### src/rtl/hazard3_ahb_arb_nport_pkg.sv
// Shared AHB-Lite constants and arbitration-mode type for the N-port load/store arbiter.
package hazard3_ahb_arb_nport_pkg;

  localparam logic [1:0] HTRANS_IDLE = 2'b00;
  localparam logic [1:0] HTRANS_NSEQ = 2'b10;

  // Data access, user mode, non-bufferable, non-cacheable; privilege bit is OR'd in by the arbiter.
  localparam logic [3:0] HPROT_DATA = 4'b0001;

  typedef enum logic {
    ARB_FIXED = 1'b0,
    ARB_RR    = 1'b1
  } arb_mode_t;

endpackage

### src/rtl/hazard3_arb_rr_pick.sv
// One-hot request picker: lowest index first (fixed) or first request after ptr (round-robin).
module hazard3_arb_rr_pick
  import hazard3_ahb_arb_nport_pkg::*;
#(
  parameter int unsigned N_PORTS = 3,
  parameter int unsigned W_PTR   = $clog2(N_PORTS)
) (
  input  logic [N_PORTS-1:0] req,
  input  logic [W_PTR-1:0]   ptr,
  input  arb_mode_t          mode,
  output logic [N_PORTS-1:0] gnt
);

  logic [31:0] idx;
  logic        found;

  always_comb begin
    gnt   = '0;
    found = 1'b0;
    idx   = '0;
    for (int unsigned k = 0; k < N_PORTS; k++) begin
      if (mode == ARB_RR) begin
        idx = (32'(ptr) + 32'd1 + k) % N_PORTS;
      end else begin
        idx = k;
      end
      if (!found && req[idx[W_PTR-1:0]]) begin
        gnt[idx[W_PTR-1:0]] = 1'b1;
        found               = 1'b1;
      end
    end
  end

endmodule

### src/rtl/hazard3_ahb_arb_nport.sv
// N-to-1 AHB-Lite arbiter for the load/store side (core D port, SBA, other masters).
// Optional per-port wait-cycle counters: define HAZARD3_ARB_PERF_CNT_EN.
module hazard3_ahb_arb_nport
  import hazard3_ahb_arb_nport_pkg::*;
#(
  parameter int unsigned         N_PORTS     = 3,
  parameter int unsigned         W_ADDR      = 32,
  parameter int unsigned         W_DATA      = 32,
  parameter int unsigned         ROUND_ROBIN = 0,
  parameter logic [N_PORTS-1:0]  HOLD_MASK   = 3'b110,
  parameter int unsigned         W_PERF      = 16
) (
  input  logic                        clk,
  input  logic                        rst,

  input  logic [N_PORTS-1:0]          up_aph_req,
  output logic [N_PORTS-1:0]          up_aph_ready,
  input  logic [N_PORTS*W_ADDR-1:0]   up_haddr,
  input  logic [N_PORTS-1:0]          up_hwrite,
  input  logic [N_PORTS*3-1:0]        up_hsize,
  input  logic [N_PORTS-1:0]          up_hexcl,
  input  logic [N_PORTS-1:0]          up_priv,
  input  logic [N_PORTS*W_DATA-1:0]   up_wdata,
  output logic [N_PORTS-1:0]          up_dph_ready,
  output logic [N_PORTS-1:0]          up_dph_err,
  output logic [N_PORTS-1:0]          up_dph_exokay,
  output logic [W_DATA-1:0]           up_rdata,

  output logic [W_ADDR-1:0]           haddr,
  output logic                        hwrite,
  output logic [1:0]                  htrans,
  output logic [2:0]                  hsize,
  output logic [2:0]                  hburst,
  output logic [3:0]                  hprot,
  output logic                        hmastlock,
  output logic                        hexcl,
  input  logic                        hready,
  input  logic                        hresp,
  input  logic                        hexokay,
  output logic [W_DATA-1:0]           hwdata,
  input  logic [W_DATA-1:0]           hrdata
`ifdef HAZARD3_ARB_PERF_CNT_EN
  ,
  input  logic                        perf_clr,
  output logic [N_PORTS*W_PERF-1:0]   perf_wait
`endif
);

  localparam int unsigned W_PTR = $clog2(N_PORTS);
  localparam arb_mode_t   MODE  = (ROUND_ROBIN != 0) ? ARB_RR : ARB_FIXED;

  logic                 hold_aph;
  logic [N_PORTS-1:0]   gnt_prev;
  logic [N_PORTS-1:0]   dph_owner;
  logic [W_PTR-1:0]     rr_ptr;

  logic [N_PORTS-1:0]   req_eff;
  logic [N_PORTS-1:0]   pick_gnt;
  logic [N_PORTS-1:0]   gnt;
  logic [W_PTR-1:0]     gnt_idx;
  logic                 priv_sel;

  // Held-request masters must not be re-granted while their own data phase is outstanding.
  assign req_eff = up_aph_req & ~(HOLD_MASK & dph_owner);

  hazard3_arb_rr_pick #(
    .N_PORTS (N_PORTS),
    .W_PTR   (W_PTR)
  ) u_pick (
    .req  (req_eff),
    .ptr  (rr_ptr),
    .mode (MODE),
    .gnt  (pick_gnt)
  );

  // A stalled address phase keeps its grant; reset suppresses any new transfer.
  assign gnt = rst ? '0 : (hold_aph ? gnt_prev : pick_gnt);

  always_comb begin
    haddr    = '0;
    hwrite   = 1'b0;
    hsize    = '0;
    hexcl    = 1'b0;
    priv_sel = 1'b0;
    hwdata   = '0;
    gnt_idx  = '0;
    for (int unsigned i = 0; i < N_PORTS; i++) begin
      haddr    = haddr  | ({W_ADDR{gnt[i]}} & up_haddr[i*W_ADDR +: W_ADDR]);
      hwrite   = hwrite   | (gnt[i] & up_hwrite[i]);
      hsize    = hsize  | ({3{gnt[i]}} & up_hsize[i*3 +: 3]);
      hexcl    = hexcl    | (gnt[i] & up_hexcl[i]);
      priv_sel = priv_sel | (gnt[i] & up_priv[i]);
      hwdata   = hwdata | ({W_DATA{dph_owner[i]}} & up_wdata[i*W_DATA +: W_DATA]);
      gnt_idx  = gnt_idx | ({W_PTR{gnt[i]}} & W_PTR'(i));
    end
  end

  assign htrans    = (|gnt) ? HTRANS_NSEQ : HTRANS_IDLE;
  assign hprot     = HPROT_DATA | {2'b00, priv_sel, 1'b0};
  assign hburst    = 3'h0;
  assign hmastlock = 1'b0;

  assign up_aph_ready  = {N_PORTS{hready}} & gnt;
  assign up_dph_ready  = rst ? '0 : (dph_owner & {N_PORTS{hready}});
  assign up_dph_err    = rst ? '0 : (dph_owner & {N_PORTS{hresp}});
  assign up_dph_exokay = rst ? '0 : (dph_owner & {N_PORTS{hexokay}});
  assign up_rdata      = hrdata;

  always_ff @(posedge clk) begin
    if (rst) begin
      hold_aph  <= 1'b0;
      gnt_prev  <= '0;
      dph_owner <= '0;
      rr_ptr    <= '0;
    end else begin
      // Error response releases the hold so a pipelined follower can be withdrawn.
      hold_aph <= htrans[1] && !hready && !hresp;
      gnt_prev <= gnt;
      if (hready) begin
        dph_owner <= gnt;
        if (|gnt) begin
          rr_ptr <= gnt_idx;
        end
      end
    end
  end

`ifdef HAZARD3_ARB_PERF_CNT_EN
  always_ff @(posedge clk) begin
    for (int unsigned i = 0; i < N_PORTS; i++) begin
      if (rst || perf_clr) begin
        perf_wait[i*W_PERF +: W_PERF] <= '0;
      end else if (up_aph_req[i] && !up_aph_ready[i] &&
                   (perf_wait[i*W_PERF +: W_PERF] != '1)) begin
        perf_wait[i*W_PERF +: W_PERF] <= perf_wait[i*W_PERF +: W_PERF] + W_PERF'(1);
      end
    end
  end
`endif

endmodule

### config.mk
export PLATFORM = sky130hd
export DESIGN_NAME = hazard3_ahb_arb_nport
export DESIGN_NICKNAME = d
export VERILOG_FILES = /design/src/rtl/hazard3_ahb_arb_nport_pkg.sv /design/src/rtl/hazard3_arb_rr_pick.sv /design/src/rtl/hazard3_ahb_arb_nport.sv
export SDC_FILE = /design/constraint.sdc
export NUM_CORES = 1
export LEC_CHECK = 0
export CAP_MARGIN = 40
export CORE_AREA = 2 2 145 147
export DETAILED_ROUTE_END_ITERATION = 10
export DIE_AREA = 0 0 147 149
export GPL_TIMING_DRIVEN = 0
export MAX_ROUTING_LAYER = met4
export PLACE_DENSITY = 0.44
export SYNTH_ARGS = -nofsm -noshare
export SYNTH_HDL_FRONTEND = slang
export SYNTH_HIERARCHICAL = 1
export SYNTH_SLANG_ARGS = --single-unit
### constraint.sdc
create_clock -name clk -period 3.6 [get_ports clk]
set_clock_uncertainty 0.2 [all_clocks]
set_input_delay 0.72 -clock clk [delete_from_list [all_inputs] [get_ports clk]]
set_output_delay 0.72 -clock clk [all_outputs]
set_load 0.005 [all_outputs]
* Yosys cells after proc, flatten, opt, wreduce, memory -nomap -nowiden
Cells that the tools add are included.
W data, S select, Z words.
** Storage, ports and cells
- Flip-flop bits (word level) :: 7
- Input port bits :: 250
- Output and inout bits :: 123
- Word-level logic and storage cells :: 59
** Cells by class
- Multiplexer cells :: 11
- Bitwise operators :: 36
- Reduce and logical (&&, ||, !) cells :: 9
** Operators with widths (count)
- $and A32 B32 Y32 :: 6
- $or A32 B32 Y32 :: 4
- $and A3 B3 Y3 :: 8
- $mux W3 :: 6
- $and A1 B1 Y1 :: 9
- $or A1 B1 Y1 :: 6
- $or A3 B3 Y3 :: 2
- $logic_and A1 B1 Y1 :: 4
- $logic_not A1 Y1 :: 4
- $mux W2 :: 2
- $mux W1 :: 3
- $not A3 Y3 :: 1
- $reduce_or A3 Y1 :: 1

* Depth between registers and ports, before layout
Gate-level depths: netlist of run 1.
- Word-level depth :: 15
- Depth in mapped cells :: 11
- Depth with buffers taken out :: 9

* Hierarchy
Netlist of run 1, hierarchy kept.
** Modules (own cells, without submodules)
- hazard3_ahb_arb_nport :: times used 1, cells each 262, area an instance 2065.7 um2, sequential area each 180.2 um2
- hazard3_arb_rr_pick :: times used 1, cells each 31, area an instance 215.2 um2, sequential area each 0.0 um2

* Least setup slack after synthesis of run 1
OpenSTA, ideal clock, no wires.
- Path kind :: in2out
- Start point :: input up_aph_req[1]
- End point :: output haddr[0]
- Data arrival time :: 2.144 ns
- Required time :: 2.680 ns
- Path slack :: 0.536 ns
- Stages on the path :: 9
- Buffers on the path :: 1
- Cells stage by stage :: nor2b_1 -> nand2_1 -> a21oi_1 -> a21oi_1 -> o31ai_1 -> mux2i_2 -> nor2_4 -> buf_6 -> a221o_1
** Between the ends
- Elaborated cells on any way between the ends :: 13
- Those cells by class :: 5 x mux; 5 x bitwise; 3 x reduce/logical
** RTL lines
- from (decl) :: line hazard3_ahb_arb_nport.sv:16 : input logic [N_PORTS-1:0] up_aph_req,
- $and A3 B3 Y3 :: line hazard3_ahb_arb_nport.sv:64 : assign req_eff = up_aph_req & ~(HOLD_MASK & dph_owner);
- $logic_and A1 B1 Y1 :: line hazard3_arb_rr_pick.sv:27 : if (!found && req[idx[W_PTR-1:0]]) begin
- $mux W2 :: line hazard3_arb_rr_pick.sv:27
- $mux W3 :: line hazard3_arb_rr_pick.sv:27
- named net pick_gnt[1] :: line hazard3_ahb_arb_nport.sv:58 : logic [N_PORTS-1:0] pick_gnt;
- $mux W3 (2 in series) :: line hazard3_ahb_arb_nport.sv:77 : assign gnt = rst ? '0 : (hold_aph ? gnt_prev : pick_gnt);
- $and A32 B32 Y32 :: line hazard3_ahb_arb_nport.sv:88 : haddr = haddr | ({W_ADDR{gnt[i]}} & up_haddr[i*W_ADDR +: W_ADDR]);
- $or A32 B32 Y32 (2 in series) :: line hazard3_ahb_arb_nport.sv:88
- to (decl) :: line hazard3_ahb_arb_nport.sv:29 : output logic [W_ADDR-1:0] haddr,
The timed path passes the listed nets, and every way through them passes these cells.

* Final worst setup path of run 1
- Start point :: input up_aph_req[2]
- End point :: output hwrite
** Between the ends
- Word-level cells in the longest chain between the ends :: 7
** Ends and longest elaborated chain
- $and A3 B3 Y3 :: line hazard3_ahb_arb_nport.sv:64
- named net req_eff[2] :: line hazard3_ahb_arb_nport.sv:57 : logic [N_PORTS-1:0] req_eff;
- $logic_and A1 B1 Y1 :: line hazard3_arb_rr_pick.sv:27
- $mux W3 :: line hazard3_arb_rr_pick.sv:27
- $mux W3 (2 in series) :: line hazard3_ahb_arb_nport.sv:77
- $and A1 B1 Y1 :: line hazard3_ahb_arb_nport.sv:89 : hwrite = hwrite | (gnt[i] & up_hwrite[i]);
- $or A1 B1 Y1 :: line hazard3_ahb_arb_nport.sv:89
- to (decl) :: line hazard3_ahb_arb_nport.sv:30 : output logic hwrite,
The timed path passes the listed nets, and every way through them passes these cells.

==> results of run 1 <==
Yosys cell counts (2+ instances only):
cell	number	share of area, %
a211oi_1	3	0.99
a21oi_1	3	0.66
a221o_1	38	17
a222oi_1	32	14
and2_1	12	3.3
buf_2	7	1.5
buf_4	41	13
buf_6	9	4.4
clkbuf_1	15	2.5
conb_1	2	0.33
dfxtp_1	9	7.9
ha_1	2	1.1
inv_1	38	6.3
mux2i_2	3	1.8
nand2_1	4	0.66
nor2_1	4	0.66
nor2_4	2	0.99
nor2b_1	5	1.4
nor3b_1	38	13
o21ai_0	4	0.88
flip-flops by register name, summed over array words and instances, names as in the netlist:
name       count
dph_owner      3
gnt_prev       3
rr_ptr         2
hold_aph       1
path summary, 6_finish.rpt:
path	slack, ps	cells after the start	endpoint	from
worst min-delay path	270	2	rr_ptr[0]	rr_ptr[0]
worst max-delay path	10	11	hwrite	up_aph_req[2]
worst min register to register	270	2	rr_ptr[0]	rr_ptr[0]
worst max register to register	1200	11	hold_aph	rr_ptr[1]
routing by layer:
| metal | vias to the layer above | routed length (um) | GRT usage [%] |
|---|---|---|---|
| li1 | 1849 | - | - |
| met1 | 1847 | 6060 | 15.0 |
| met2 | 212 | 8410 | 24.8 |
| met3 | 12 | 883 | 1.56 |
| met4 | 0 | 186 | 2.36 |
| met5 | - | 0 | - |
area by class of cell:
type / instances / area [um^2] / area share, %
tap: 275 / 344 / 5.21
multi-input combinational: 181 / 1780 / 26.9
inverter: 38 / 143 / 2.16
clock buffer: 4 / 78.8 / 1.19
timing repair buffer: 364 / 3520 / 53.4
sequential: 9 / 186 / 2.82
buffer: 70 / 547 / 8.28
power breakdown:
part / leakage [nW] / switching [mW] / total (mW) / internal, mW
Sequential: 0.0755 / 0.0167 / 0.127 / 0.110
Clock: 0.0382 / 0.0459 / 0.194 / 0.148
Combinational: 2.63 / 0.396 / 1.08 / 0.687
cell families (layout without fill, tap and decap cells):
family / Yosys count / count (layout) / synth area share (%)
buf+inv: 111 / 476 / 28.4
fa+ha+maj: 2 / 2 / 1.10
flops: 9 / 9 / 7.90
mux: 3 / 4 / 1.81
other cells: 2 / 9 / 0.329
compound gates: 93 / 93 / 38.6
simple gates: 73 / 73 / 21.9
worst min-delay path, delay by kind of cell, from the launching register on:
kind	cells	cell delay [ps]
compound gates	1	60
simple gates	1	50
flops	1	320
timing repair:
action,CTS,global route
hold buffers,0,0
endpoints found under the setup margin,42,43
setup buffers,26,6
gates cloned,8,0
pin swaps,15,7
resized for setup,206,26
==> key figures, run 1 <==
Run status
  • Outcome: finished, final reports clean

Timing
  • Final setup margin: approximately 14 ps
  • Final worst-path cycle share: roughly 100%
  • Endpoints failing hold: 0
  • Worst Max-Slew Pin Slew: around 650 ps
  • Setup TNS Final: 0 ps
  • Final setup violation count: 0
  • Hold_ws: approximately 270 ps
  • Max Clock Freq: 279 MHz
  • Fin. max-slew vios: 0
  • Unrepaired setup endpoints after global routing: true
  • Period minus WS final: 3590 ps
  • Worst slew margin: a little under three fifths

Die
  • Total core area: slightly above 20000 um^2
  • Die Wd: 147 um
  • Initial core utilization: roughly 11%
  • Cell row count: 53
  • Die Y: 149 um
  • DIE AREA: 21900 um^2
  • I/O pins: approximately 370

Yosys
  • Dominant synthesized flop cell: dfxtp_1
  • Synth Area per Inst: ~8 um^2
  • Post-synth EDFFs: 0
  • Post-synth ARST share: 0%
  • Mapped Cells: around 290
  • Yosys warnings: 6
  • Sequential fraction of the synthesis area: just under 8%
  • #FFs+latches synth: 9
  • Synth Cell Area: roughly 2300 um^2
  • Yosys cell types: 42

Power and ir drop
  • P per Cell Area: around 210 nW/um^2
  • Leak: between 2 and 3 nW
  • Total power: between 1 and 1.5 mW
  • Peak supply drop: approximately 0.11 mV

Route
  • DR WL/cell: 16.5 um
  • Number of vias per cell: ~4.2
  • Via count: ~3900
  • DR pass1 iterations: 5
  • DR DRC count: 0
  • Final WL: roughly 16000 um
  • Final ANT Viol Nets: 0
  • Violation count after the first detailed-route iteration: just under 200

Worst setup path
  • Crit-path max FO: 5
  • Worst path cell trace: dlygate4sd2_1 > nor2b_4 > o21a_1 > o41ai_4 > buf_6 > mux2i_4 > buf_6 > buf_6 > nor3b_2 > a221o_1 > clkdlybuf4s15_2
  • Crit path buffers/inverters: 5
  • Crit-path max cell delay: about 300 ps
  • Crit start category: input port
  • CP dominant cell by count: buf_6
  • Worst path slowest cell: o41ai_4
  • CP top delay family: buffers and inverters
  • Type of element capturing the critical path: output port
  • WP data arrival: around 2700 ps
  • CP required: between 2000 and 3000 ps
  • WS Path Type: input port to output port

Global route
  • Largest net degree at the start of global routing: 11
  • Initial antenna violation count: 0
  • First-pass GRT wire length: approximately 22000 um
  • GRT overflow: 0
  • Via count of the first global-routing pass: 4021
  • Gr usage total: about an eighth

Min path
  • Hold Path Class: flip-flop to flip-flop

Flow run
  • Max-Cap Viols: 0

Cells and area
  • Nets@finish: between 900 and 1000
  • Share of cells above drive strength 1: roughly 27%
  • Most frequent cells in the layout: clkdlybuf4s50_1, buf_4, a221o_1
  • Area grow syn2layout: 189%
  • Commonest non-fill, non-tap cell in the layout: clkdlybuf4s50_1
  • Fillers: roughly 2200
  • Final cell count without fillers: around 940
  • Final Cell Area: 6600 um^2
  • Final core utilization: 32.1%
  • Antenna diodes: 0

Clocking
  • Clk root buf: clkbuf_16
  • Clk pin slew, worst setup/hold paths: around 40 ps
  • TritonCTS Sinks: 9
  • Clock buffer depth: 2
  • Worst-skew pair later-pin latency: approximately 230 ps
  • Inserted Clock Buffers: 3
  • Clock H-tree levels: 1
  • CTS tree: yes

Placement
  • Post-placement cell area: about 6000 um^2
  • Dpl ws: -948 ps
  • GP Congestion: 0.782
  • IO Port Bufs: around 330
  • HPWL Detailed: roughly 12000 um
  • Placed Cells: ~910
(Power assumes the default switching activity.)
==> inputs of run 2 (changes only) <==
Settings changed: CAP_MARGIN 40 to 20.
==> results of run 2 <==
No change in the layout: final DEF, timing and power equal those of run 1.
